[src/rtl/axi_pkg.sv]
`default_nettype none
// ============================================================================
//  Module      : axi_pkg
//  Description : Shared AXI4 widths, enums, write-master FSM states and the
//                burst-legality function used by AXI initiators.
//  Revision    : 1.0 - initial release
// ============================================================================
package axi_pkg;

    localparam int AXI_ADDR_WIDTH  = 32;
    localparam int AXI_DATA_WIDTH  = 32;
    localparam int AXI_STRB_WIDTH  = AXI_DATA_WIDTH / 8;
    localparam int AXI_LEN_WIDTH   = 8;
    localparam int AXI_SIZE_WIDTH  = 3;
    localparam int AXI_BURST_WIDTH = 2;

    typedef enum logic [AXI_SIZE_WIDTH-1:0] {
        ONE_BYTE               = 3'd0,
        TWO_BYTES              = 3'd1,
        FOUR_BYTES             = 3'd2,
        EIGHT_BYTES            = 3'd3,
        SIXTEEN_BYTES          = 3'd4,
        THIRTY_TWO_BYTES       = 3'd5,
        SIXTY_FOUR_BYTES       = 3'd6,
        ONE_TWENTY_EIGHT_BYTES = 3'd7
    } size_enum_t;

    typedef enum logic [AXI_BURST_WIDTH-1:0] {
        BURST_FIXED    = 2'b00,
        BURST_INCR     = 2'b01,
        BURST_WRAP     = 2'b10,
        BURST_RESERVED = 2'b11
    } burst_enum_t;

    typedef logic [1:0] resp_t;

    typedef enum logic [1:0] {
        RESP_OKAY   = 2'b00,
        RESP_EXOKAY = 2'b01,
        RESP_SLVERR = 2'b10,
        RESP_DECERR = 2'b11
    } resp_enum_t;

    typedef enum logic [2:0] {
        WR_IDLE  = 3'd0,
        WR_CHECK = 3'd1,
        WR_ADDR  = 3'd2,
        WR_DATA  = 3'd3,
        WR_RESP  = 3'd4,
        WR_DONE  = 3'd5
    } wr_mst_state_t;

    // Returns 1 when the burst must not be put on the bus.
    function automatic logic axi_burst_illegal(
        input logic [AXI_ADDR_WIDTH-1:0]  addr,
        input logic [AXI_LEN_WIDTH-1:0]   len,
        input logic [AXI_SIZE_WIDTH-1:0]  size,
        input logic [AXI_BURST_WIDTH-1:0] burst,
        input logic [AXI_ADDR_WIDTH-1:0]  boundary
    );
        logic [AXI_ADDR_WIDTH:0]   w_span;
        logic [AXI_ADDR_WIDTH:0]   w_end;
        logic [AXI_ADDR_WIDTH-1:0] w_bmask;
        logic [AXI_ADDR_WIDTH-1:0] w_amask;
        logic [7:0]                w_nbytes;
        logic                      w_err;

        w_err    = 1'b0;
        w_nbytes = 8'd1 << size;
        w_amask  = AXI_ADDR_WIDTH'(w_nbytes) - AXI_ADDR_WIDTH'(1);
        // Total burst span in bytes; one extra bit catches address-space wrap.
        w_span   = (AXI_ADDR_WIDTH+1)'(len) + (AXI_ADDR_WIDTH+1)'(1);
        w_span   = w_span << size;
        w_end    = {1'b0, addr} + w_span - (AXI_ADDR_WIDTH+1)'(1);
        w_bmask  = ~(boundary - AXI_ADDR_WIDTH'(1));

        if (burst == BURST_RESERVED) begin
            w_err = 1'b1;
        end
        if (w_nbytes > 8'(AXI_STRB_WIDTH)) begin
            w_err = 1'b1;
        end
        if (burst == BURST_WRAP) begin
            if (!(len == AXI_LEN_WIDTH'(1) || len == AXI_LEN_WIDTH'(3) ||
                  len == AXI_LEN_WIDTH'(7) || len == AXI_LEN_WIDTH'(15))) begin
                w_err = 1'b1;
            end
            if ((addr & w_amask) != '0) begin
                w_err = 1'b1;
            end
        end
        if (burst == BURST_INCR) begin
            if (w_end[AXI_ADDR_WIDTH]) begin
                w_err = 1'b1;
            end
            if (((addr ^ w_end[AXI_ADDR_WIDTH-1:0]) & w_bmask) != '0) begin
                w_err = 1'b1;
            end
        end
        return w_err;
    endfunction

endpackage
`default_nettype wire

[src/rtl/axi_burst_check.sv]
`default_nettype none
// ============================================================================
//  Module      : axi_burst_check
//  Description : Combinational AXI4 burst legality check (reserved burst,
//                illegal WRAP, oversize beat, INCR boundary/overflow).
//  Revision    : 1.0 - initial release
// ============================================================================
module axi_burst_check
    import axi_pkg::*;
#(
    parameter int unsigned BOUNDARY_BYTES = 4096,
    parameter bit          CHECK_EN       = 1'b1
) (
    input  logic [AXI_ADDR_WIDTH-1:0]  addr,
    input  logic [AXI_LEN_WIDTH-1:0]   len,
    input  logic [AXI_SIZE_WIDTH-1:0]  size,
    input  logic [AXI_BURST_WIDTH-1:0] burst,
    output logic                       err
);

    generate
        if (CHECK_EN) begin : g_check
            assign err = axi_burst_illegal(addr, len, size, burst,
                                           AXI_ADDR_WIDTH'(BOUNDARY_BYTES));
        end else begin : g_bypass
            // Every command goes to the bus when checking is disabled.
            assign err = 1'b0;
        end
    endgenerate

endmodule
`default_nettype wire

[src/rtl/axi_wr_master.sv]
`default_nettype none
// ============================================================================
//  Module      : axi_wr_master
//  Description : AXI4 write-channel initiator. Takes one burst command and a
//                beat stream, drives AW/W/B, reports the write response.
//                One transaction outstanding at a time.
//  Revision    : 1.0 - initial release
// ============================================================================
module axi_wr_master
    import axi_pkg::*;
#(
    parameter int unsigned BOUNDARY_BYTES = 4096,
    parameter bit          CHECK_EN       = 1'b1
) (
    input  logic                       clk,
    input  logic                       rst,
    // Command
    input  logic                       cmd_valid,
    output logic                       cmd_ready,
    input  logic [AXI_ADDR_WIDTH-1:0]  cmd_addr,
    input  logic [AXI_LEN_WIDTH-1:0]   cmd_len,
    input  logic [AXI_SIZE_WIDTH-1:0]  cmd_size,
    input  logic [AXI_BURST_WIDTH-1:0] cmd_burst,
    // Beat stream
    input  logic                       wr_valid,
    output logic                       wr_ready,
    input  logic [AXI_DATA_WIDTH-1:0]  wr_data,
    input  logic [AXI_STRB_WIDTH-1:0]  wr_strb,
    // AW
    output logic [AXI_ADDR_WIDTH-1:0]  awaddr,
    output logic [AXI_LEN_WIDTH-1:0]   awlen,
    output logic [AXI_SIZE_WIDTH-1:0]  awsize,
    output logic [AXI_BURST_WIDTH-1:0] awburst,
    output logic                       awvalid,
    input  logic                       awready,
    // W
    output logic [AXI_DATA_WIDTH-1:0]  wdata,
    output logic [AXI_STRB_WIDTH-1:0]  wstrb,
    output logic                       wlast,
    output logic                       wvalid,
    input  logic                       wready,
    // B
    input  logic [1:0]                 bresp,
    input  logic                       bvalid,
    output logic                       bready,
    // Completion
    output logic                       done_valid,
    output logic [1:0]                 done_resp
);

    wr_mst_state_t              r_state;
    wr_mst_state_t              w_state_next;

    logic [AXI_ADDR_WIDTH-1:0]  r_awaddr;
    logic [AXI_LEN_WIDTH-1:0]   r_awlen;
    logic [AXI_SIZE_WIDTH-1:0]  r_awsize;
    logic [AXI_BURST_WIDTH-1:0] r_awburst;
    logic [AXI_LEN_WIDTH-1:0]   r_count;
    resp_t                      r_done_resp;
    logic                       w_err;

    assign awaddr    = r_awaddr;
    assign awlen     = r_awlen;
    assign awsize    = r_awsize;
    assign awburst   = r_awburst;
    assign wdata     = wr_data;
    assign wstrb     = wr_strb;
    assign done_resp = r_done_resp;

    axi_burst_check #(
        .BOUNDARY_BYTES (BOUNDARY_BYTES),
        .CHECK_EN       (CHECK_EN)
    ) u_burst_check (
        .addr  (r_awaddr),
        .len   (r_awlen),
        .size  (r_awsize),
        .burst (r_awburst),
        .err   (w_err)
    );

    // State register; reset abandons any transaction in flight.
    always_ff @(posedge clk) begin
        if (rst) begin
            r_state <= WR_IDLE;
        end else begin
            r_state <= w_state_next;
        end
    end

    // Next-state and handshake outputs decoded from the current state.
    always_comb begin
        w_state_next = r_state;
        cmd_ready    = 1'b0;
        awvalid      = 1'b0;
        wvalid       = 1'b0;
        wr_ready     = 1'b0;
        wlast        = 1'b0;
        bready       = 1'b0;
        done_valid   = 1'b0;
        case (r_state)
            WR_IDLE: begin
                cmd_ready = !rst;
                if (cmd_valid && !rst) begin
                    w_state_next = WR_CHECK;
                end
            end
            WR_CHECK: begin
                w_state_next = w_err ? WR_DONE : WR_ADDR;
            end
            WR_ADDR: begin
                awvalid = 1'b1;
                if (awready) begin
                    w_state_next = WR_DATA;
                end
            end
            WR_DATA: begin
                // Stream and bus stalls both simply hold the beat in place.
                wvalid   = wr_valid;
                wr_ready = wready;
                wlast    = (r_count == r_awlen);
                if (wr_valid && wready && wlast) begin
                    w_state_next = WR_RESP;
                end
            end
            WR_RESP: begin
                bready = 1'b1;
                if (bvalid) begin
                    w_state_next = WR_DONE;
                end
            end
            WR_DONE: begin
                done_valid   = 1'b1;
                w_state_next = WR_IDLE;
            end
            default: begin
                w_state_next = WR_IDLE;
            end
        endcase
    end

    // Command latch, beat counter and completion response.
    always_ff @(posedge clk) begin
        if (rst) begin
            r_awaddr    <= '0;
            r_awlen     <= '0;
            r_awsize    <= '0;
            r_awburst   <= '0;
            r_count     <= '0;
            r_done_resp <= '0;
        end else begin
            if (cmd_valid && cmd_ready) begin
                r_awaddr  <= cmd_addr;
                r_awlen   <= cmd_len;
                r_awsize  <= cmd_size;
                r_awburst <= cmd_burst;
                r_count   <= '0;
            end
            if (wvalid && wready) begin
                r_count <= r_count + 1'b1;
            end
            if (r_state == WR_CHECK && w_err) begin
                r_done_resp <= RESP_SLVERR;
            end
            if (bready && bvalid) begin
                r_done_resp <= bresp;
            end
        end
    end

endmodule
`default_nettype wire

[config.mk]
export PLATFORM = sky130hd
export DESIGN_NAME = axi_wr_master
export DESIGN_NICKNAME = d
export VERILOG_FILES = /design/src/rtl/axi_pkg.sv /design/src/rtl/axi_burst_check.sv /design/src/rtl/axi_wr_master.sv
export SDC_FILE = /design/constraint.sdc
export NUM_CORES = 1
export LEC_CHECK = 0
export CAP_MARGIN = 20
export CORE_MARGIN = 1
export CORE_UTILIZATION = 60
export CTS_CLUSTER_SIZE = 28
export DETAILED_ROUTE_END_ITERATION = 8
export DONT_BUFFER_PORTS = 1
export GPL_TIMING_DRIVEN = 0
export PLACE_DENSITY = 0.82
export SYNTH_ARGS = -nofsm -noshare
export SYNTH_HDL_FRONTEND = slang
export SYNTH_SLANG_ARGS = --single-unit
[constraint.sdc]
create_clock -name clk -period 11.5 [get_ports clk]
set_input_delay 2.875 -clock clk [delete_from_list [all_inputs] [get_ports clk]]
set_output_delay 2.875 -clock clk [all_outputs]
set_load 0.05 [all_outputs]
==> results.md <==
- Core Area: 9240 µm²
- Via count of the first global-routing pass: 5,467
- Critical setup path kind: input pin to output port
- Starting density of the core: 0.617
- Setup crit start: rst
- Layout Area Growth over Synthesis: 7.13%
- Reg-to-reg endpoint: r_state[0]
- Cell area after synthesis: 5710 µm²
- Number of instances resized during post-cts repair: 0
- CTS H-Tree Depth: 3
- Max VDD drop: 0.000146 V
- Highest fanout seen on the critical path: 3
- Worst path setup slack after routing: 5.19 ns
- Number of nets with antenna violations after detailed routing: 0
- Cell depth of the worst setup path: 2
- Clock edge transition at the registers on the reported setup and hold paths: 0.07 ns
- Top-count cell post-synth: nand2_1
- Worst setup EP type: output port
- EDFF count, synth: 0
- Number of sinks handled by clock tree synthesis: 58
- Distinct cell type count of the synthesized netlist: 64
- Least-Margin Pin Slew: 0.901 ns
- Share of flip-flops with an asynchronous set or reset after synthesis: 0
- Latest clock arrival within the worst-skew pair: 0.36 ns
- Number of core rows: 35
- Final hold viol count: 0
- Dpl ws: 5.23 ns
- Tmin final: 6.31 ns
- Antenna violations before repair: 0
- Total placed cells including tap cells: 938
- Vias after detailed routing: 5,893
- Top area cells in the synthesized netlist: dfxtp_1 20%, ha_1 11%, nand2_1 7.8%
- Gp weighted congestion: 0.953
- Largest buffer count on any clock path: 2
- Ports placed on the boundary: 180
- Area of the multi-input gates: 3830 µm²
- Crit path cell chain: nor4_2 -> buf_4
- Detailed Place HPWL: 13.3 mm
- CTS tree: built
- First-pass GRT wire length: 26.8 mm
- Ratio of cells with drive above 1 in the final layout: 0.0848
- DR DRC count: 0
- Final Total Pwr: 1.91 mW
- Critical Path RT: 8.63 ns
- PortBufs: 0
- Area taken by flip-flops and latches: 1160 µm²
- Post-route cell area: 6110 µm²
- Hold_buf cts: 0
- GRT Overall Usage: 0.339
- Root Buffer Master: clkbuf_8
- Critical R2R Launch: awlen[2]
- Antenna diode count: 0
- Lkg Pwr: 2.61 nW
- Average routed wire per standard cell: 17.4 µm
- Net count after synthesis: 946
- Cell taking the most area after synthesis: dfxtp_1
- F_max: 159 MHz
- Family with the most delay on the worst path: simple AND/OR/NAND/NOR gates
- Number of storage elements in the synthesis netlist: 58
- Detailed router's first-iteration violation count: 339
- Destination of the critical timing path: cmd_ready
- Clock buffer count from CTS: 9
- Final wirelength: 16.6 mm
- Gate count after technology mapping: 808
- Die width: 99.5 µm
- Area after detailed placement: 5890 µm²
- Non-filler instance count after layout: 954
- Synthesized area divided by synthesized cell count: 7.06 µm²
- Global route total overflow: 0
- Number of slew-limit violations in the final report: 0
- RSZ-0062 raised after global routing: no
- Final worst-path cycle share: 0.548
- First-pass iteration count of the detailed router: 5
- Depth of the worst register-to-register path: 23
- Cell at the slowest stage of the critical path: nor4_2
- Buf+Inv Stages, Crit Path: 1
- Number of maximum-capacitance violations: 0
- Power density of the placed cells: 313 nW/µm²
- Syn. warnings: 0
- Type of origin of the critical path: input pin
- Classification of the worst-slack hold path: register to register
- Result of the run: finished, final reports clean
- Register-to-register setup slack: 5.40 ns
- Slowest Stage Delay on Critical Path: 0.28 ns
- Top_reg_cell synth: dfxtp_1
- Number of filler instances in the final layout: 827
- Part of the Yosys area used for sequential elements: 0.204
- Count of nets after finishing: 958
- Pin count of the biggest net entering global routing: 13
- Arrival @ worst endpoint: 3.43 ns
- Vias per std cell: 6.18
- Final Setup Violations: 0
- Clock Skew: 0.0130 ns
- Fraction of post-synthesis cell area in the top cell type by area: 0.204
- Number of buffers added for setup after CTS: 0
- Most common library cells after synthesis: 118 x nand2_1, 74 x inv_1, 58 x dfxtp_1, 57 x a21oi_1, 48 x ha_1
- Die boundary height: 99.5 µm
- Full die area: 9900 µm²
- Final-layout setup total negative slack: 0 ns
- Slew Limit Headroom: 0.397
through the flow:
stage / utilization / hold WS [ns]
after floorplan: - / 0.462
after global placement: 0.635 / 0.487
after detailed placement: 0.637 / 0.495
after CTS: 0.661 / 0.516
after global routing: 0.661 / 0.554
final: 0.661 / 0.522
cell usage in the layout (no fill, tap or decap), types with 23 or more instances in the layout:
master    synthesis  layout
nand2_1         118     118
inv_1            74      74
dfxtp_1          58      58
a21oi_1          57      57
ha_1             48      48
nor2_1           45      45
o21ai_0          44      44
clkbuf_1         38      38
o31ai_1          37      37
buf_4            36      37
nand3_1          30      30
xor2_1           23      23
power by group:
group	leakage, nW	total [mW]	switching (mW)	internal [mW]
clock	0.110	0.229	0.105	0.124
sequential	0.475	0.421	0.178	0.242
combinational	2.02	1.26	0.804	0.457
area by class of cell:
type                            instances  area share
Multi-Input combinational cell        597       0.627
Sequential cell                        58       0.190
Buffer                                 79      0.0725
Inverter                               74      0.0454
Tap cell                              129      0.0264
Clock buffer                            9      0.0203
Clock inverter                          7      0.0168
Timing Repair Buffer                    1     0.00123
sequential cells by signal, summed over array words and instances (netlist names):
| register | flops |
|---|---|
| r_count | 8 |
| done_resp | 2 |
| r_state | 3 |
| awsize | 3 |
| awlen | 8 |
| awaddr | 32 |
| awburst | 2 |
layer usage:
metal,vias up,share of wire,global-route usage
met5,-,0,0
met4,0,0.024,0.121
met3,35,0.086,0.0878
met2,266,0.47,0.575
met1,2727,0.42,0.415
li1,2865,-,-
kinds of logic (layout without fill, tap and decap cells):
family	count (synthesis)	after routing	share of synthesized area
flip-flops	58	58	0.204
multiplexers	8	8	0.0147
XOR/XNOR	37	37	0.0568
adder cells (fa/ha/maj)	48	48	0.105
buffers and inverters	153	170	0.126
AO/OA/AOI/OAI	229	229	0.267
AND/OR/NAND/NOR	275	275	0.227
worst min-delay path by stage:
stage / start / end / slack [ns] / cells past startpoint
after floorplan: r_count[4] / r_count[4] / 0.46 / 1
after global placement: r_count[3] / r_count[3] / 0.49 / 1
after detailed placement: r_count[4] / r_count[4] / 0.49 / 1
after CTS: r_count[3] / r_count[3] / 0.52 / 1
after global routing: r_count[3] / r_count[3] / 0.55 / 1
final: r_count[4] / r_count[4] / 0.52 / 1
Power figures use the tool's default switching activity.
